### src/rtl/alu_branch_unit.sv
// Registered execute stage of the 8-bit CPU: add/sub datapath, move/branch decoder,
// sticky carry/borrow flags and a toggle output. Every output is a flop.
module alu_branch_unit (
  input  logic       clk,
  input  logic       rst_n,
  input  logic       enable,
  input  logic [1:0] op,
  input  logic [7:0] dIn0,
  input  logic [7:0] dIn1,
  input  logic [3:0] addrs,
  output logic [7:0] dOut,
  output logic       cOut,
  output logic       bOut,
  output logic       bcf,
  output logic       bbf,
  output logic       buc,
  output logic       toggleOut
);

  localparam logic [1:0] OpAdd = 2'b00;
  localparam logic [1:0] OpSub = 2'b01;
  localparam logic [1:0] OpMov = 2'b10;
  localparam logic [1:0] OpNop = 2'b11;

  localparam logic [2:0] SubBcf = 3'h0;
  localparam logic [2:0] SubBbf = 3'h1;
  localparam logic [2:0] SubBuc = 3'h2;
  localparam logic [2:0] SubTgl = 3'h3;

  logic [7:0] dout_q, dout_d;
  logic       carry_q, carry_d;
  logic       borrow_q, borrow_d;
  logic       bcf_q, bcf_d;
  logic       bbf_q, bbf_d;
  logic       buc_q, buc_d;
  logic       toggle_q, toggle_d;

  logic [8:0] sum;
  logic [7:0] diff;

  assign sum  = {1'b0, dIn0} + {1'b0, dIn1};
  assign diff = dIn0 - dIn1;

  // Pulses and the result default to zero so any cycle that does not re-assert them clears them.
  always_comb begin
    dout_d   = 8'h00;
    carry_d  = carry_q;
    borrow_d = borrow_q;
    bcf_d    = 1'b0;
    bbf_d    = 1'b0;
    buc_d    = 1'b0;
    toggle_d = toggle_q;
    if (enable) begin
      unique case (op)
        OpAdd: begin
          {carry_d, dout_d} = sum;
        end
        OpSub: begin
          dout_d   = diff;
          borrow_d = (dIn0 < dIn1);
        end
        OpMov: begin
          if (!addrs[3]) begin
            dout_d = dIn0;
          end else if (!addrs[2]) begin
            // Branch conditions use the flags as they stood before this edge.
            case (addrs[2:0])
              SubBcf: begin
                bcf_d  = carry_q;
                dout_d = carry_q ? dIn0 : 8'h00;
              end
              SubBbf: begin
                bbf_d  = borrow_q;
                dout_d = borrow_q ? dIn0 : 8'h00;
              end
              SubBuc: begin
                buc_d  = 1'b1;
                dout_d = dIn0;
              end
              SubTgl: begin
                toggle_d = ~toggle_q;
              end
              default: ;
            endcase
          end
        end
        OpNop: ;
        default: ;
      endcase
    end
  end

  always_ff @(posedge clk or negedge rst_n) begin
    if (!rst_n) begin
      dout_q   <= 8'h00;
      carry_q  <= 1'b0;
      borrow_q <= 1'b0;
      bcf_q    <= 1'b0;
      bbf_q    <= 1'b0;
      buc_q    <= 1'b0;
      toggle_q <= 1'b0;
    end else begin
      dout_q   <= dout_d;
      carry_q  <= carry_d;
      borrow_q <= borrow_d;
      bcf_q    <= bcf_d;
      bbf_q    <= bbf_d;
      buc_q    <= buc_d;
      toggle_q <= toggle_d;
    end
  end

  assign dOut      = dout_q;
  assign cOut      = carry_q;
  assign bOut      = borrow_q;
  assign bcf       = bcf_q;
  assign bbf       = bbf_q;
  assign buc       = buc_q;
  assign toggleOut = toggle_q;

endmodule

### config.mk
export PLATFORM = sky130hd
export DESIGN_NAME = alu_branch_unit
export DESIGN_NICKNAME = d
export VERILOG_FILES = /design/src/rtl/alu_branch_unit.sv
export SDC_FILE = /design/constraint.sdc
export NUM_CORES = 1
export LEC_CHECK = 0
export ABC_AREA = 1
export CORE_UTILIZATION = 52
export DETAILED_ROUTE_END_ITERATION = 10
export PLACE_DENSITY_LB_ADDON = 0.05
export SLEW_MARGIN = 20
export SYNTH_ARGS = -nofsm -noshare
export SYNTH_HDL_FRONTEND = slang
export SYNTH_SLANG_ARGS = --single-unit
export TNS_END_PERCENT = 1
### constraint.sdc
create_clock -name clk -period 1.66 [get_ports clk]
set_input_delay 0.332 -clock clk [delete_from_list [all_inputs] [get_ports clk]]
set_output_delay 0.332 -clock clk [all_outputs]
set_load 0.05 [all_outputs]
Word-level counts from Yosys, hierarchy flattened:

Index checks and enable logic that the tools add are counted.

* bits in registers: 14
* latch bits: 0
* RAM bits: 0
* ROM bits: 0
* input bits: 25
* logic and storage cells: 44
* memories: 0

* add/sub/neg operators: 2
* multiply operators: 0
* divide/modulo/power cells: 0
* $lt $le $gt $ge: 1
* equal/unequal tests: 5
* shift operators: 0
* multiplexer cells: 22
* bitwise logic cells: 2
* reductions and logical operators: 5

Operators with widths (number)
* $pmux 8 s3: 2
* $mux 8: 5
* $mux 1: 15
* $add 8x8->9: 1
* $lt 8x8->1: 1
* $sub 8x8->8: 1
* $eq 3x2->1 const B: 2
* $reduce_and 5->1: 1
* $reduce_and 2->1: 2
* $eq 3x1->1 const B: 1
* $logic_not 3->1: 1
* $eq 2x1->1 const B: 1
* $eq 2x2->1 const B: 1
* $logic_not 2->1: 1
* $not 1->1: 2

Logic depth before layout (Yosys ltp):

Gate-level depths: netlist (run 1).

* depth after elaboration: 6
* depth in mapped cells: 12
* depth with buffers taken out: 12

Least setup slack after synthesis (run 1):

OpenSTA, ideal clock, no wires.

* path kind: input-to-reg
* start: input port dIn0[0]
* end: register dout_q[6] (netlist: dOut[6])
* data arrival time: 1427 ps
* data required time: 1538 ps
* slack: 112 ps
* cell stages on the path: 11
* path buffers: 0
* cells stage by stage: ha_1 > inv_1 > fa_1 > inv_1 > nand4_1 > nand3_1 > nand2_1 > nand2_1 > nor2_1 > nor2_1 > nor2_1

* cells in the longest elaborated chain, start to end: 3
* elaborated cells on any way between the ends: 4

RTL lines
* start, declared: line 8 `input logic [7:0] dIn0,`
* $sub 8x8->8 or $add 8x8->9 (tied branches): line 42, 41
* $pmux 8 s3 (*): line 54 `unique case (op)`
* $mux 8 (*): line 53 `if (enable) begin`
* net dout_d[6]: line 30 `logic [7:0] dout_q, dout_d;`
* end signal, assigned: line 103 `dout_q <= dout_d;`
* end, declared: line 30

The timed path passes the listed nets; every way through them passes the cells marked *.
A chain may end at the register's enable or synchronous reset.

Final worst setup path (run 1):

* start: input port dIn1[5]
* end: register dout_q[6] (netlist: dOut[6])

* cells in the longest elaborated chain, start to end: 3
* elaborated cells on any way between the ends: 4

RTL lines
* start, declared: line 9 `input logic [7:0] dIn1,`
* $sub 8x8->8 or $add 8x8->9 (tied branches): line 42, 41
* $pmux 8 s3 (*): line 54
* $mux 8 (*): line 53
* net dout_d[6]: line 30

Marked as above.

==> results of run 1 <==
## through the flow
stage / setup TNS (ps) / total power [W] / hold slack (ps)
6_report: -123 / 0.00139 / 339
5_1_grt: -419 / 0.00147 / 341
4_1_cts: -47.3 / 0.00133 / 358
3_5_place_dp: -4080 / 0.00104 / 496
3_3_place_gp: -3670 / 0.00102 / 458
2_1_floorplan: 0 / 0.000747 / 36.4
## report_power, final
part	switching [W]	internal (W)	leakage (nW)
Sequential	0.0000198	0.000372	0.186
Combinational	0.000445	0.000301	1.03
Clock	0.000117	0.000134	0.0210
## synth_stat cells, drive strengths merged
library cell / instances / area [µm²]
a31oi: 2 / 12.5
nor4: 1 / 21.3
clkinv: 1 / 3.75
dfrtp: 14 / 350
nand3b: 2 / 15.0
or2: 2 / 12.5
o211ai: 1 / 7.51
nor2: 28 / 120
nand3: 25 / 138
nand4: 6 / 37.5
and2: 1 / 6.26
xor2: 1 / 8.76
fa: 2 / 40.0
inv: 38 / 143
o21ai: 8 / 40.0
nand2: 45 / 169
a21oi: 15 / 75.1
ha: 16 / 200
## worst max path at each step
stage / end / cells after the start / from / slack (ps)
5_1_grt: dOut[6] / 12 / dIn1[5] / -140
3_3_place_gp: dOut[4] / 11 / dIn0[0] / -500
4_1_cts: dOut[4] / 11 / dIn1[3] / -30
2_1_floorplan: dOut[6] / 11 / dIn0[0] / 110
3_5_place_dp: dOut[4] / 11 / dIn0[0] / -550
6_report: dOut[6] / 12 / dIn1[5] / -80
## area by class of cell
class	instances	area, µm²	area share [%]
clock buffers	4	36.3	1.58
multi-input cells	155	1050	45.8
flip-flops and latches	14	350	15.3
well taps	30	37.5	1.63
repair buffers	81	671	29.2
inverters	39	151	6.59
## flip-flops by register name, summed over array words and instances (netlist names)
| signal | cells |
|---|---|
| bcf | 1 |
| buc | 1 |
| bbf | 1 |
| toggleOut | 1 |
| bOut | 1 |
| dOut | 8 |
| cOut | 1 |
## timing repair
item                                    4_1_cts  5_1_grt
pin swaps                                     6        9
setup buffers                                 1        0
resized for setup                            29       31
gates cloned                                  0        0
endpoints found under the setup margin        9        8
## worst max-delay path: stages
cell and delay (ps):
clkdlybuf4s50_1 480, inv_1 70, ha_4 310, nand2_1 100
inv_2 100, nand3_2 100, nand3_2 80, nand2_2 60
nand3_1 70, nand2_1 70, nor2_1 100, nor2_1 40
## layout by cell type, fill, tap and decap left out, types with 3 or more instances in the layout
cell type | netlist | layout
ha_1 | 16 | 9
nand3_2 | 0 | 3
inv_2 | 4 | 10
inv_1 | 34 | 26
dlygate4sd2_1 | 0 | 4
ha_4 | 0 | 5
dlymetal6s2s_1 | 0 | 5
nor2_1 | 26 | 23
buf_4 | 0 | 57
nand2_1 | 45 | 39
a21oi_2 | 0 | 7
nand4_1 | 6 | 6
nand2_2 | 0 | 6
nand3_1 | 24 | 21
a21oi_1 | 15 | 7
dfrtp_1 | 14 | 14
nor2_2 | 0 | 3
o21ai_0 | 8 | 6
clkbuf_4 | 0 | 3
clkdlybuf4s50_1 | 0 | 13
## logic make-up (layout without fill, tap and decap cells)
kind of cell               Yosys count  in the layout
AOI/OAI and AO/OA                   26             26
xor gates and xnor gates             1              1
adders and majority gates           18             18
buffers and inverters               39            124
DFF                                 14             14
and+or+nand+nor                    110            110
## routing by layer
metal  routed length, µm  track usage [%]  up-vias
li1                    -                -      847
met1                1840             41.2      820
met2                2590             63.2      122
met3                 410             4.24       39
met4                 332             19.3        0
met5                   0                0        -
==> results.toml, run 1 <==
[grt]
grt_pass1_vias = 1612
grt_pass1_wl_mm = 7.33
grt-ovfl-total = 0
grt_usage_pct = 35.7
grt_max_degree = 15
antenna_found_initial = 0

[cts]
root_buffer = "clkbuf_4"
cts_buffer_depth = 2
htree_levels = 1
cts-hold-fix-buffers = 0
clock_sinks = 14
clk_pin_slew_ps = 90
cts_tree = "yes"
clock_latency_ps = 290
cts_buffers = 3

[route]
drcViolationCount = 0
vias_per_cell = 5.66
antenna_left = 0
via_count = 1828
wl_per_cell_um = 16.0
drt_iter0_markers = 67
wl_mm = 5.17
dr.pass1.iters = 7

[setup_path]
r2r-end = "dOut[3]"
cp-start-kind = "input port"
required_ps = 1840
cp.arrival_ps = 1930
r2r_slack_ps = 320
end_kind = "register"
rr_worst_depth = 7
path_class = "in2reg"
path_max_fanout = 7
reg2reg_from = "bOut"

[outcome]
violations = "negative setup slack"
status = "complete, but fails checks"

[placed_design]
preCtsSetupSlack_ps = -553
globalplace.congestion = 0.877
hpwl_mm = 3.28
post_dp_cell_area_um2 = 2100
port_buffers = 38
dp.cells = 318

[final_layout]
fin_nets = 337
fillCellCount = 108
layout.cells.non_filler = 323
layout-drive-gt1-share_pct = 36.9
final_core_util_pct = 91.9
syn_to_final_growth_pct = 64.1
final_area_um2 = 2300
antenna_cells = 0

[timing]
setup_viol = 3
fin_crit_ps = 1740
grt_setup_unrepaired = "yes"
tightest_slew_ps = 261
report.final.slew_viol_count = 0
fin_ws_ps = -81.9
slew_headroom_pct = 82.5
final.period_utilization_pct = 105
fmax_mhz = 574
final_hold_viol_count = 0
worst_clock_skew_ps = 4.08

[floorplan]
io_pins = 39
die_area_um2 = 2900
core_um2 = 2500
fp.dieH_um = 53.9
die_w_um = 53.9
rows = 18
start_util_pct = 56.0

[job]
maxCapViolCount = 0

[synth]
synth_fp_nets = 251
synth-simple-area-share_pct = 37.1
avgSynthCellArea_um2 = 6.73
synthAdderAreaFrac_pct = 17.2
muxShareOfSynthArea_pct = 0
synth_top_family_by_area = "simple AND/OR/NAND/NOR gates"
synthXorXnorAreaFrac_pct = 0.626
synth_compound_area_share_pct = 9.65
synth_cell_types = 22
synth_area_um2 = 1400
ys_warn_count = 0
syn_inst = 208
ys_ff_latch = 14
seq_area_frac_synth_pct = 25.0

[pwr]
ir_drop_mv = 0.819
leakage_nw = 1.24
power_density_nw_per_um2 = 605

[hold_path]
hold_depth = 3
hp-start = "dIn0[0]"
whs_endpoint = "dOut[0]"
hold_path.class = "in2reg"
Power figures use the tool's default switching activity.
==> inputs of run 2 (changes only) <==
CORE_UTILIZATION = 43   (was 52)
PLACE_DENSITY = 0.76   (was not set)
PLACE_DENSITY_LB_ADDON = not set   (was 0.05)
RECOVER_POWER = 25   (was not set)
clock period = 1.51 ns   (was 1.66 ns; I/O delays follow)
==> run 2 against run 1 <==
Effect of this change:
- the run now ends clean
- first-iteration DRC count stayed put
- largest cell class unchanged
- die area up 20%
- worst hold slack worse by 38 ps
- largest power group unchanged
- global-route usage decreased by 7.9 points
- critical endpoint is now dOut[5]
- utilization decreased by 11 points
- combinational power up 19%
- flip-flop and latch count unchanged
- setup slack improved by 150 ps
==> results.toml, run 2 (same netlist as run 1, synthesis figures left out) <==
[cts]
clock_latency_ps = 280
cts_buffers = 3
htree_levels = 1
cts_buffer_depth = 2
clk_pin_slew_ps = 80
postCtsSetupBuffers = 0
clock_sinks = 14
root_buffer = "clkbuf_4"
cts-hold-fix-buffers = 0
cts_tree = "yes"

[setup_path]
path_delay_family = "simple AND/OR/NAND/NOR gates"
cpMaxStageDelayCell = "dlygate4sd2_1"
required_ps = 1690
cpMostUsedCell = "nor2_1"
startpoint = "dIn0[4]"
critPathMaxStageDelay_ps = 270
rr_worst_depth = 7
r2r-end = "dOut[5]"
path_class = "in2reg"
cp-start-kind = "input port"
crit_chain = "dlygate4sd2_1 -> buf_4 -> ha_1 -> inv_1 -> nand2_1 -> nand3b_1 -> nor2_1 -> nor2_1 -> nor2_1 -> nor2_1"
crit_buf_inv = 3
end_kind = "register"
path_max_fanout = 2
r2r_slack_ps = 200
cp.arrival_ps = 1620
reg2reg_from = "cOut"

[placed_design]
port_buffers = 38
hpwl_mm = 3.41
dp.cells = 334
globalplace.congestion = 0.870

[pwr]
power_density_nw_per_um2 = 645
leakage_nw = 1.26
ir_drop_mv = 0.248

[timing]
fmax_mhz = 696
final_hold_viol_count = 0
fin_crit_ps = 1440
report.final.slew_viol_count = 0
final.period_utilization_pct = 95.2
grt_setup_unrepaired = "yes"
setup_viol = 0
worst_clock_skew_ps = 0.950
slew_headroom_pct = 50.9
tightest_slew_ps = 736

[route]
wl_mm = 4.48
via_count = 1730
drcViolationCount = 0
vias_per_cell = 5.12
dr.pass1.iters = 4
wl_per_cell_um = 13.3
drt_iter0_markers = 67
antenna_left = 0

[final_layout]
layout-drive-gt1-share_pct = 38.1
fin_nets = 338
layout.cells.non_filler = 338
antenna_cells = 0
mostFrequentLayoutCell = "buf_4"
fillCellCount = 209
final_core_util_pct = 81.1
syn_to_final_growth_pct = 78.2
final_cell_mix = "buf_4, nand2_1, inv_1, nor2_1, nand3_1"
largest_register_ffs = 8

[job]
maxCapViolCount = 0

[hold_path]
hold_path.class = "in2reg"
hold_depth = 3
hp-start = "dIn0[0]"
whs_endpoint = "dOut[0]"

[grt]
grt_pass1_wl_mm = 7.40
grt-ovfl-total = 0
antenna_found_initial = 0
grt_pass1_vias = 1757
grt_max_degree = 15
grt_usage_pct = 27.8

[floorplan]
start_util_pct = 45.5
core_um2 = 3080
die_area_um2 = 3490
die_w_um = 59.1
io_pins = 39
rows = 20
fp.dieH_um = 59.1

[outcome]
status = "completed"
run 2: final cells by class:
type / instances / area (µm²) / share of cell area [%]
repair buffers: 82 / 831 / 33.3
well taps: 44 / 55.1 / 2.21
flip-flops and latches: 14 / 350 / 14.0
multi-input cells: 155 / 1070 / 43.0
clock buffers: 4 / 36.3 / 1.45
inverters: 39 / 149 / 5.97
run 2: repair_timing:
action / in CTS / in global routing
gates resized for setup: 59 / 12
endpoints found under the setup margin: 9 / 7
pin swaps: 14 / 12
cloned: 0 / 0
run 2: layer usage:
layer / GRT usage [%] / up-vias / part of all wire, %
li1: - / 840 / -
met1: 31.5 / 785 / 40
met2: 52.3 / 88 / 51
met3: 3.93 / 17 / 6.0
met4: 10.5 / 0 / 3.0
met5: 0 / - / 0
run 2: worst max path at each step:
stage	end	depth (start not counted)	slack [ps]
2_1_floorplan	dOut[6]	11	10
3_3_place_gp	dOut[4]	11	-600
3_5_place_dp	dOut[4]	12	-700
4_1_cts	dOut[7]	9	-40
5_1_grt	cOut	11	-20
6_report	dOut[5]	10	70
run 2: through the flow:
| step | hold slack [ps] | instance area (µm²) | total power (W) | setup WS [ps] | setup TNS (ps) |
|---|---|---|---|---|---|
| finish | 300 | 2490 | 0.00161 | 72.3 | 0 |
| detailed placement | 517 | 2310 | 0.00126 | -699 | -5620 |
| global route | 300 | 2490 | 0.00170 | -20.3 | -36.6 |
| CTS | 297 | 2470 | 0.00159 | -40.8 | -55.0 |
| global placement | 513 | 2310 | 0.00124 | -604 | -4990 |
| floorplan | 6.41 | 1400 | 0.000822 | 11.1 | 0 |
run 2: worst register-to-register path, cell delays in order (launching register included):
cell and delay, ps:
dfrtp_1 440, nand4_1 160, nand4_1 120, buf_4 180, nand3_1 70, nand2_1 60, nor2_1 130, nor2_1 50
run 2: power by group:
part	switching (W)	internal, W
clock network	0.000124	0.000147
logic	0.000468	0.000423
registers	0.0000385	0.000410
